[src/rtl/hex_line_decoder_if.sv]
// Byte-in / nibble-out bundle between the debug UART receiver, the hex line
// decoder and the downstream nibble-to-word packer.
interface hex_line_decoder_if #(
  parameter int ERR_W = 8
);
  logic             rx_valid;
  logic [7:0]       rx_data;
  logic             nib_en;
  logic [3:0]       nib;
  logic             word_done;
  logic             word_drop;
  logic             busy;
  logic [15:0]      word_cnt;
  logic [ERR_W-1:0] err_cnt;

  modport master (
    output rx_valid, rx_data,
    input  nib_en, nib, word_done, word_drop, busy, word_cnt, err_cnt
  );

  modport slave (
    input  rx_valid, rx_data,
    output nib_en, nib, word_done, word_drop, busy, word_cnt, err_cnt
  );
endinterface

[src/rtl/hex_line_decoder.sv]
// Parses an ASCII debug stream into fixed-length hex words, strobing one
// nibble per digit and flagging each word as completed or dropped.
module hex_line_decoder #(
  parameter int DIGITS = 8,
  parameter int ERR_W  = 8
) (
  input  logic              clk,
  input  logic              n_rst,
  hex_line_decoder_if.slave bus
);

  localparam int CNT_W = $clog2(DIGITS + 1);
  localparam logic [CNT_W-1:0] CNT_FULL = CNT_W'(DIGITS);

  typedef enum logic [1:0] {IDLE, DIGIT, COMMENT, BAD} state_t;
  typedef enum logic [2:0] {C_HEX, C_WS, C_SEP, C_CMT, C_OTH} cls_t;

  state_t           state;
  logic [CNT_W-1:0] cnt;
  cls_t             cls;
  logic [3:0]       val;
  logic             is_lf;

  function automatic cls_t classify(input logic [7:0] c);
    if ((c >= 8'h30 && c <= 8'h39) || (c >= 8'h61 && c <= 8'h66) ||
        (c >= 8'h41 && c <= 8'h46))
      return C_HEX;
    else if (c == 8'h20 || c == 8'h09 || c == 8'h0D || c == 8'h0A)
      return C_WS;
    else if (c == 8'h5F)
      return C_SEP;
    else if (c == 8'h23)
      return C_CMT;
    else
      return C_OTH;
  endfunction

  function automatic logic [3:0] hex_val(input logic [7:0] c);
    logic [7:0] t;
    if (c <= 8'h39)      t = c - 8'h30;
    else if (c >= 8'h61) t = c - 8'h57;
    else                 t = c - 8'h37;
    return t[3:0];
  endfunction

  function automatic logic [ERR_W-1:0] sat_inc(input logic [ERR_W-1:0] v);
    return (&v) ? v : v + 1'b1;
  endfunction

  assign cls   = classify(bus.rx_data);
  assign val   = hex_val(bus.rx_data);
  assign is_lf = (bus.rx_data == 8'h0A);

  assign bus.busy = (state != IDLE);

  always_ff @(posedge clk or negedge n_rst) begin
    if (!n_rst) begin
      state         <= IDLE;
      cnt           <= '0;
      bus.nib_en    <= 1'b0;
      bus.nib       <= '0;
      bus.word_done <= 1'b0;
      bus.word_drop <= 1'b0;
      bus.word_cnt  <= '0;
      bus.err_cnt   <= '0;
    end else begin
      bus.nib_en    <= 1'b0;
      bus.word_done <= 1'b0;
      bus.word_drop <= 1'b0;
      if (bus.rx_valid) begin
        case (state)
          IDLE: begin
            case (cls)
              C_HEX: begin
                bus.nib_en <= 1'b1;
                bus.nib    <= val;
                cnt        <= CNT_W'(1);
                state      <= DIGIT;
              end
              C_CMT: state <= COMMENT;
              // No nibble has reached the packer yet, so nothing to clear.
              C_OTH: begin
                bus.err_cnt <= sat_inc(bus.err_cnt);
                state       <= BAD;
              end
              default: ;
            endcase
          end
          DIGIT: begin
            case (cls)
              C_HEX: begin
                if (cnt < CNT_FULL) begin
                  bus.nib_en <= 1'b1;
                  bus.nib    <= val;
                  cnt        <= cnt + 1'b1;
                end else begin
                  bus.word_drop <= 1'b1;
                  bus.err_cnt   <= sat_inc(bus.err_cnt);
                  cnt           <= '0;
                  state         <= BAD;
                end
              end
              C_WS, C_CMT: begin
                if (cnt == CNT_FULL) begin
                  bus.word_done <= 1'b1;
                  bus.word_cnt  <= bus.word_cnt + 1'b1;
                end else begin
                  bus.word_drop <= 1'b1;
                  bus.err_cnt   <= sat_inc(bus.err_cnt);
                end
                cnt   <= '0;
                state <= (cls == C_CMT) ? COMMENT : IDLE;
              end
              C_OTH: begin
                bus.word_drop <= 1'b1;
                bus.err_cnt   <= sat_inc(bus.err_cnt);
                cnt           <= '0;
                state         <= BAD;
              end
              default: ;
            endcase
          end
          COMMENT, BAD: begin
            if (is_lf) state <= IDLE;
          end
          default: state <= IDLE;
        endcase
      end
    end
  end

endmodule
[src/flat_wrapper.sv]
// flat-port wrapper written by rule: the top's interface ports become plain ports
module hex_line_decoder_flat 
#(
  parameter int DIGITS = 8,
  parameter int ERR_W  = 8
)
  (clk, n_rst, bus_rx_valid, bus_rx_data, bus_nib_en, bus_nib, bus_word_done, bus_word_drop, bus_busy, bus_word_cnt, bus_err_cnt);
  hex_line_decoder_if #(.ERR_W(ERR_W)) bus_i ();
  input  logic clk;
  input  logic n_rst;
  input wire logic [$bits(bus_i.rx_valid)-1:0] bus_rx_valid;
  input wire logic [$bits(bus_i.rx_data)-1:0] bus_rx_data;
  output wire logic [$bits(bus_i.nib_en)-1:0] bus_nib_en;
  output wire logic [$bits(bus_i.nib)-1:0] bus_nib;
  output wire logic [$bits(bus_i.word_done)-1:0] bus_word_done;
  output wire logic [$bits(bus_i.word_drop)-1:0] bus_word_drop;
  output wire logic [$bits(bus_i.busy)-1:0] bus_busy;
  output wire logic [$bits(bus_i.word_cnt)-1:0] bus_word_cnt;
  output wire logic [$bits(bus_i.err_cnt)-1:0] bus_err_cnt;
  assign bus_i.rx_valid = bus_rx_valid;
  assign bus_i.rx_data = bus_rx_data;
  assign bus_nib_en = bus_i.nib_en;
  assign bus_nib = bus_i.nib;
  assign bus_word_done = bus_i.word_done;
  assign bus_word_drop = bus_i.word_drop;
  assign bus_busy = bus_i.busy;
  assign bus_word_cnt = bus_i.word_cnt;
  assign bus_err_cnt = bus_i.err_cnt;
  hex_line_decoder #(.DIGITS(DIGITS), .ERR_W(ERR_W)) u_core (.clk(clk), .n_rst(n_rst), .bus(bus_i));
endmodule
[config.mk]
export PLATFORM = sky130hd
export DESIGN_NAME = hex_line_decoder_flat
export DESIGN_NICKNAME = d
export VERILOG_FILES = /design/src/rtl/hex_line_decoder_if.sv /design/src/rtl/hex_line_decoder.sv /design/src/flat_wrapper.sv
export SDC_FILE = /design/constraint.sdc
export NUM_CORES = 1
export LEC_CHECK = 0
export ABC_AREA = 1
export BUFFER_PORTS_ARGS = -buffer_cell sky130_fd_sc_hd__buf_2
export CELL_PAD_IN_SITES_DETAIL_PLACEMENT = 1
export CELL_PAD_IN_SITES_GLOBAL_PLACEMENT = 2
export CORE_MARGIN = 10
export CORE_UTILIZATION = 34
export CTS_CLUSTER_DIAMETER = 50
export DETAILED_ROUTE_END_ITERATION = 7
export PLACE_DENSITY = 0.83
export SKIP_LAST_GASP = 1
export SLEW_MARGIN = 20
export SYNTH_ARGS = -nofsm -noshare
export SYNTH_HDL_FRONTEND = slang
export SYNTH_SLANG_ARGS = --single-unit
[constraint.sdc]
create_clock -name clk -period 5.4 [get_ports clk]
set_clock_uncertainty 0.2 [all_clocks]
set_input_delay 1.08 -clock clk [delete_from_list [all_inputs] [get_ports clk]]
set_output_delay 1.08 -clock clk [all_outputs]
set_load 0.1 [all_outputs]
==> After elaboration in Yosys (flattened, before gate mapping) <==
Index checks and enable logic that the tools add are counted.
Widths: inputs -> output; s select.
{ "word_totals": {"ff_bits": 37, "latchBits": 0, "ram_bits": 0, "mem_bits_ro": 0, "in_bits": 11, "output_inout_bits": 32, "elab_cells": 105, "mem_count": 0} }
{ "classes": {"n_addsub": 6, "n_mul": 0, "div_mod_pow": 0, "magnitude_cmp": 7, "n_eq_ne": 23, "shifts": 0, "muxes": 40, "bitwise_logic": 0, "reduce_logical": 21} }
{ "op_table": {"columns": ["operator", "n"], "rows": [
  ["$mux 8", 4],
  ["$mux 4", 7],
  ["$eq 8x4->1 const B", 3],
  ["$pmux 4 s2", 3],
  ["$pmux 8 s3", 1],
  ["$pmux 2 s3", 3],
  ["$add 16x1->16 const B", 1],
  ["$eq 8x6->1 const B", 2],
  ["$ge 8x7->1 const B", 2],
  ["$le 8x7->1 const B", 2],
  ["$pmux 8 s2", 1],
  ["$mux 1", 12],
  ["$mux 3", 4],
  ["$reduce_and 5->1", 2],
  ["$ne 3x3->1 const B", 3],
  ["$add 8x1->8 const B", 1],
  ["$eq 8x7->1 const B", 1],
  ["$ge 8x6->1 const B", 1],
  ["$le 8x6->1 const B", 1],
  ["$ne 2x1->1 const B", 4],
  ["$reduce_and 4->1", 2],
  ["$reduce_and 8->1", 1],
  ["$sub 4x3->4 const B", 2],
  ["$mux 2", 3],
  ["22 further kinds", 31]
]} }

==> Logic depth before layout (Yosys ltp) <==
Gate-level depths: netlist of run 1.
{ "depth": {"word_depth": 11, "ltp_mapped": 13, "mapped_depth_nobuf": 13} }

==> Least setup slack after synthesis of run 1 <==
No wires, ideal clock.
{ "synth_path": {"kind": "input to register", "start": "input port bus_rx_data[0]", "end": "register u_core.bus.word_drop", "setup_time_ps": 63, "arrival_ps": 2293, "required_time_ps": 5137, "slack_ps": 2843, "path_stages": 12, "n_path_buf": 0, "path_cell_list": "inv_1 ha_1 inv_1 o21ai_0 nor2_1 nor2_2 nand2_2 nand2_1 nand3_2 nor2_1 o21ai_0 inv_1"} }
{ "synth_between": {"elab_chain_cells": 11, "elab_cells_between_ends": 32, "classes_between": "6 x order compare; 9 x eq/ne; 7 x mux; 10 x reduce/logical"} }
{ "synth_lines": {"columns": ["element", "line", "source"], "rows": [
  ["from (decl)", "flat_wrapper.sv:12", "input wire logic [$bits(bus_i.rx_data)-1:0] bus_rx_data;"],
  ["parallel branches: the longest is 5 deep, another holds $ge 8x6->1", null, null],
  ["$mux 3 *", "hex_line_decoder.sv:25", "if ((c >= 8'h30 && c <= 8'h39) || (c >= 8'h61 && c <= 8'h66) ||"],
  ["$eq 3x1->1 / $eq 3x2->1 (equally long branches)", "hex_line_decoder.sv:90", "case (cls)"],
  ["$reduce_or 2->1", "hex_line_decoder.sv:90", null],
  ["$pmux 1 s3 *", "hex_line_decoder.sv:90", null],
  ["$mux 1 *", "hex_line_decoder.sv:71", "case (state)"],
  ["$mux 1 *", "hex_line_decoder.sv:70", "if (bus.rx_valid) begin"],
  ["to (signal assigned)", "hex_line_decoder.sv:69", "bus.word_drop <= 1'b0;"],
  ["to (signal assigned)", "hex_line_decoder.sv:97", "bus.word_drop <= 1'b1;"],
  ["to (signal assigned)", "hex_line_decoder.sv:108", "bus.word_drop <= 1'b1;"],
  ["to (decl)", "hex_line_decoder_if.sv:23", "output nib_en, nib, word_done, word_drop, busy, word_cnt, err_cnt"]
]} }
Mark *: on every way between the ends.
A chain may end at the register's enable or synchronous reset.

==> Worst setup path in the final report of run 1 <==
{ "layout_path": {"start": "register u_core.state[1]", "end": "output port bus_busy"} }
{ "layout_between": {"elab_chain_cells": 1} }
{ "layout_lines": {"columns": ["element", "line", "source"], "rows": [
  ["from (decl)", "hex_line_decoder.sv:18", "state_t state;"],
  ["from (signal assigned)", "hex_line_decoder.sv:112", "state <= (cls == C_CMT) ? COMMENT : IDLE;"],
  ["$reduce_bool 2->1", "hex_line_decoder.sv:54", "assign bus.busy = (state != IDLE);"],
  ["to (decl)", "flat_wrapper.sv:17", "output wire logic [$bits(bus_i.busy)-1:0] bus_busy;"]
]} }
No other way between the ends.

==> flow_summary.yaml, run 1 <==
setup_path:
  start_kind: "flop"
  r2r_slack_ps: 3390
  endpoint_kind: "primary output"
  path_max_fanout: 5
  crit_type: "reg2out"
  cp_data_required_time_ps: 4120
  arrival_ps: 1510
floorplan:
  pin_count: 43
  die_h_um: 106
  fp.dieW_um: 106
  floorplan.die_area_um2: 11300
  core_um2: 7210
  num_rows: 31
  start_util_pct: 34.9
power:
  p_leak_nw: 1.54
  power_density_nw_per_um2: 366
  max-vdd-ir-drop_v: 0.000254
route:
  ant_nets: 0
  finalWirelength_um: 6710
  drtIter0Drc: 65
  vias: 2340
  drc_errors: 0
  firstDrtPassIters: 4
  wire_per_inst_um: 13.9
  viasPerCell: 4.83
logic_synthesis:
  yosys-top-cells-area: "dfrtp_1, nand2_1, inv_1, nor2_1, xor2_1"
  yosysWarningCount: 0
  synth-seq-area-share_pct: 36.7
  synth_seq_cells: 37
  syn_nets: 356
  yosysMostFrequentCell: "nand2_1"
  synth_cell_types: 30
  syn_area_per_cell_um2: 7.48
  netlist_instances: 337
  synth_commonest_cells: "nand2_1, inv_1, dfrtp_1"
  yosys.area.top_type: "dfrtp_1"
  synth-edff-count: 0
  ys.flop_type: "dfrtp_1"
  synth_top_area_share_pct: 36.7
  netlist_area_um2: 2520
  async_flop_share_pct: 100
clock_network:
  cts_tree: "yes"
  clock-sinks: 37
  cts_max_level: 2
  cts_buffer_depth: 2
  insertion_delay_ps: 290
  post_cts_resized: 0
  cts_setup_buffers: 0
  numCtsBuffers: 5
  cts.clk_slew.worst_paths_ps: 70
  cts-hold-fix-buffers: 0
  cts-root-buf: "clkbuf_8"
global_route:
  antenna_found_initial: 0
  track_usage_pct: 12.5
  grt_pass1_wl_um: 12000
  grt_start_max_net_pins: 38
  overflow: 0
  grt_pass1_vias: 2526
cells_and_area:
  multi_input_area_um2: 1420
  regArea_um2: 926
  fillCellCount: 970
  diodes: 0
  drive_above_1_share_pct: 20.8
  nets: 403
  area_delta_synth_final_pct: 15.6
  fin_cells: 484
sta:
  max_freq_mhz: 358
  slew_violations: 0
  finalCritPeriodShare_pct: 51.7
  setup_viol: 0
  rsz0062_at_grt: "no"
  hold_viol_final: 0
  max_slew_margin_pct: 41.8
  tns_ps: 0
  worst_pin_slew_ps: 872
  min_period_ps: 2790
placed_design:
  hpwlAfterDp_um: 5360
  dp.cells: 476
  gp_congestion: 0.817
  port_buffers: 42
run_status:
  status: "complete, no violations"
job:
  maxCapViolations: 0
min_path:
  min_path_type: "reg2reg"
==> cell families (layout without fill, tap and decap cells) <==
group                      count (synthesis)  after routing  synth area share, %
and+or+nand+nor                          206            206                 40.0
buffers and inverters                     43             91                 7.00
DFF                                       37             37                 36.7
AOI/OAI and AO/OA                         24             24                 5.66
xor gates and xnor gates                  19             19                 6.60
adders and majority gates                  8              8                 3.97
==> worst paths after layout <==
path                                  startpoint                     end  cells past startpoint
min reg2reg                    u_core.bus.nib[2]       u_core.bus.nib[2]                      2
max reg2reg                u_core.bus.err_cnt[0]   u_core.bus.err_cnt[4]                      9
min in group asynchronous                  n_rst  u_core.bus.word_cnt[9]                      1
max                              u_core.state[1]                bus_busy                      3
max in group asynchronous                  n_rst   u_core.bus.err_cnt[1]                      1
min                            u_core.bus.nib[2]       u_core.bus.nib[2]                      2
==> cells in the final DEF, fill, tap and decap left out, drive strengths merged, types with 6 or more instances in the layout <==
cell / count
xnor2: 7
nor2: 36
nand2: 112
inv: 41
dfrtp: 37
nand4: 19
ha: 8
xor2: 12
clkbuf: 6
buf: 42
o21ai: 18
nor3: 8
nand3: 27
==> layer usage <==
metal | part of all wire (%) | global-route usage (%) | routed length, µm | vias to the layer above
met1 | 47 | 15.9 | 3140 | 1118
met4 | 1.2 | 3.48 | 78 | 0
met2 | 48 | 20.9 | 3210 | 36
met5 | 0 | 0 | 0 | -
met3 | 4.2 | 2.54 | 279 | 5
li1 | - | - | - | 1181
==> final cells by class <==
| class | instances | share of cell area [%] |
|---|---|---|
| inverter | 41 | 5.28 |
| multi-input combinational | 257 | 48.7 |
| timing repair buffer | 42 | 7.21 |
| sequential | 37 | 31.8 |
| clock buffer | 6 | 2.49 |
| tap | 99 | 4.25 |
| clock inverter | 2 | 0.343 |
==> state kept, by name, indices dropped and copies added, names as in the netlist <==
name / flops
u_core.state: 2
u_core.bus.word_cnt: 16
u_core.bus.nib_en: 1
u_core.bus.nib: 4
u_core.bus.err_cnt: 8
u_core.bus.word_done: 1
u_core.bus.word_drop: 1
u_core.cnt: 4
==> worst max-delay path, stage by stage (launching register included) <==
cell     delay, ps
dfrtp_1        440
nor2_1         380
inv_1          100
buf_2          310
==> stage by stage <==
step,utilization (%),power (W),cell area (µm²),worst slack [ps],hold slack (ps)
floorplan,-,0.000784,2520,2840,278
global placement,39.3,0.000883,2830,2450,258
detailed placement,39.3,0.000893,2830,2380,264
CTS,40.4,0.00109,2920,2580,285
global route,40.4,0.00114,2920,2450,304
finish,40.4,0.00107,2920,2610,278
==> power breakdown <==
part	switching, W	total (W)	internal [W]
sequential	0.0000411	0.000361	0.000320
clock	0.0000989	0.000188	0.0000895
combinational	0.000424	0.000517	0.0000933
total	0.000564	0.00107	0.000503
Note: power is estimated with default switching activity, not from simulation.
==> inputs of run 2 (changes only) <==
--- a/config.mk
+++ b/config.mk
@@ -10,10 +10,10 @@
 export CELL_PAD_IN_SITES_DETAIL_PLACEMENT = 1
 export CELL_PAD_IN_SITES_GLOBAL_PLACEMENT = 2
 export CORE_MARGIN = 10
-export CORE_UTILIZATION = 34
+export CORE_UTILIZATION = 32
 export CTS_CLUSTER_DIAMETER = 50
 export DETAILED_ROUTE_END_ITERATION = 7
-export PLACE_DENSITY = 0.83
+export PLACE_DENSITY = 0.79
 export SKIP_LAST_GASP = 1
 export SLEW_MARGIN = 20
 export SYNTH_ARGS = -nofsm -noshare
==> constraint.sdc (replaced) <==
create_clock -name clk -period 2.79 [get_ports clk]
set_clock_uncertainty 0.2 [all_clocks]
set_input_delay 0.558 -clock clk [delete_from_list [all_inputs] [get_ports clk]]
set_output_delay 0.558 -clock clk [all_outputs]
set_load 0.1 [all_outputs]
==> flow_summary.yaml, run 2 (same netlist as run 1, synthesis figures left out) <==
run_status:
  status: "complete, no violations"
route:
  finalWirelength_um: 7000
  met3WireLength_um: 292
  ant_nets: 0
  viasPerCell: 4.82
  wire_per_inst_um: 14.3
  drtIter0Drc: 48
  vias: 2354
  drc_errors: 0
  firstDrtPassIters: 4
  highest_layer: "met4"
  wl_met2_um: 3360
  drt-met1-wl_um: 3240
placed_design:
  hpwlAfterDp_um: 5580
  port_buffers: 42
  dp.cells: 480
  detailedPlace.worstSlack_ps: 261
  gp_congestion: 0.763
floorplan:
  num_rows: 32
  floorplan.die_area_um2: 11800
  fp.dieW_um: 109
  core_um2: 7690
  start_util_pct: 32.8
  die_h_um: 109
  pin_count: 43
setup_path:
  cpLargestDelayFamily: "flip-flops"
  path_cells: "nor2_1 -> inv_1 -> buf_2"
  worst-path-buf-inv: 2
  path_max_fanout: 5
  endpoint_kind: "primary output"
  cp.depth: 3
  cp_data_required_time_ps: 2030
  critPathMaxStageDelay_ps: 450
  startpoint: "u_core.state[0]"
  r2r_cells: 9
  crit_type: "reg2out"
  r2r-end: "u_core.bus.err_cnt[3]"
  cpMaxStageDelayCell: "dfrtp_1"
  start_kind: "flop"
  r2r_slack_ps: 790
  r2r_start: "u_core.bus.err_cnt[0]"
  arrival_ps: 1560
clock_network:
  cts.clk_slew.worst_paths_ps: 80
  cts-hold-fix-buffers: 0
  cts_tree: "yes"
  clock-sinks: 37
  insertion_delay_ps: 290
  post_cts_resized: 0
  cts_setup_buffers: 0
  cts_buffer_depth: 2
  cts-root-buf: "clkbuf_8"
  numCtsBuffers: 5
  cts_max_level: 2
sta:
  tns_ps: 0
  worst_pin_slew_ps: 889
  min_period_ps: 2320
  setup_viol: 0
  setup_ws_ps: 475
  max_slew_margin_pct: 40.7
  rsz0062_at_grt: "no"
  slew_violations: 0
  hold_viol_final: 0
  finalCritPeriodShare_pct: 83.0
  max_freq_mhz: 432
cells_and_area:
  final_cell_mix: "nand2_1, buf_2, inv_1"
  largest_reg_flops: 16
  largest-register: "u_core.bus.word_cnt"
  drive_above_1_share_pct: 21.0
  fillCellCount: 998
  area_delta_synth_final_pct: 16.1
  reg.largest.list: "u_core.bus.word_cnt (16), u_core.bus.err_cnt (8)"
  diodes: 0
  fin_cells: 488
  nets: 404
  layout_commonest_cell: "nand2_1"
global_route:
  grt_start_max_net_pins: 38
  overflow: 0
  track_usage_pct: 12.4
  grt_pass1_wl_um: 12000
  grt_pass1_vias: 2383
  antenna_found_initial: 0
job:
  maxCapViolations: 0
min_path:
  min_path_type: "in2async"
power:
  p_total_w: 0.00208
  power_density_nw_per_um2: 712
  p_leak_nw: 1.55
  max-vdd-ir-drop_v: 0.000549
-- run 2: cell count changes in the layout (fill, tap and decap cells not counted) --
cell and change:
buf_4 +1
-- run 2: layer usage --
layer  track usage, %  up-vias
li1                 -     1178
met1             15.6     1136
met2             20.8       34
met3             2.24        6
met4             4.24        0
met5                0        -
-- run 2: metrics by stage --
step	hold WS [ps]	instance area (µm²)	util, %
after global placement	259	2840	37.0
final	177	2930	38.1
after detailed placement	273	2840	37.0
after global routing	261	2930	38.1
after floorplan	62.4	2520	-
after CTS	218	2930	38.1
-- run 2: report_power, final --
group | switching [W] | internal (W)
sequential | 0.0000776 | 0.000619
clock | 0.000204 | 0.000173
combinational | 0.000829 | 0.000181
-- run 2: how the worst max path moves through the flow --
stage                               to  slack (ps)
6_report                      bus_busy         470
5_1_grt        u_core.bus.word_cnt[10]         370
4_1_cts                       bus_busy         450
3_5_place_dp   u_core.bus.word_cnt[10]         260
3_3_place_gp   u_core.bus.word_cnt[12]         350
2_1_floorplan  u_core.bus.word_cnt[11]         400
-- run 2: layout make-up --
cell class	instances	area, µm²	area share, %
clock buffers	6	72.6	2.48
clock inverters	2	10.0	0.342
inverters	41	154	5.26
multi-input cells	257	1420	48.5
flip-flops and latches	37	926	31.6
well taps	102	128	4.36
repair buffers	43	218	7.44
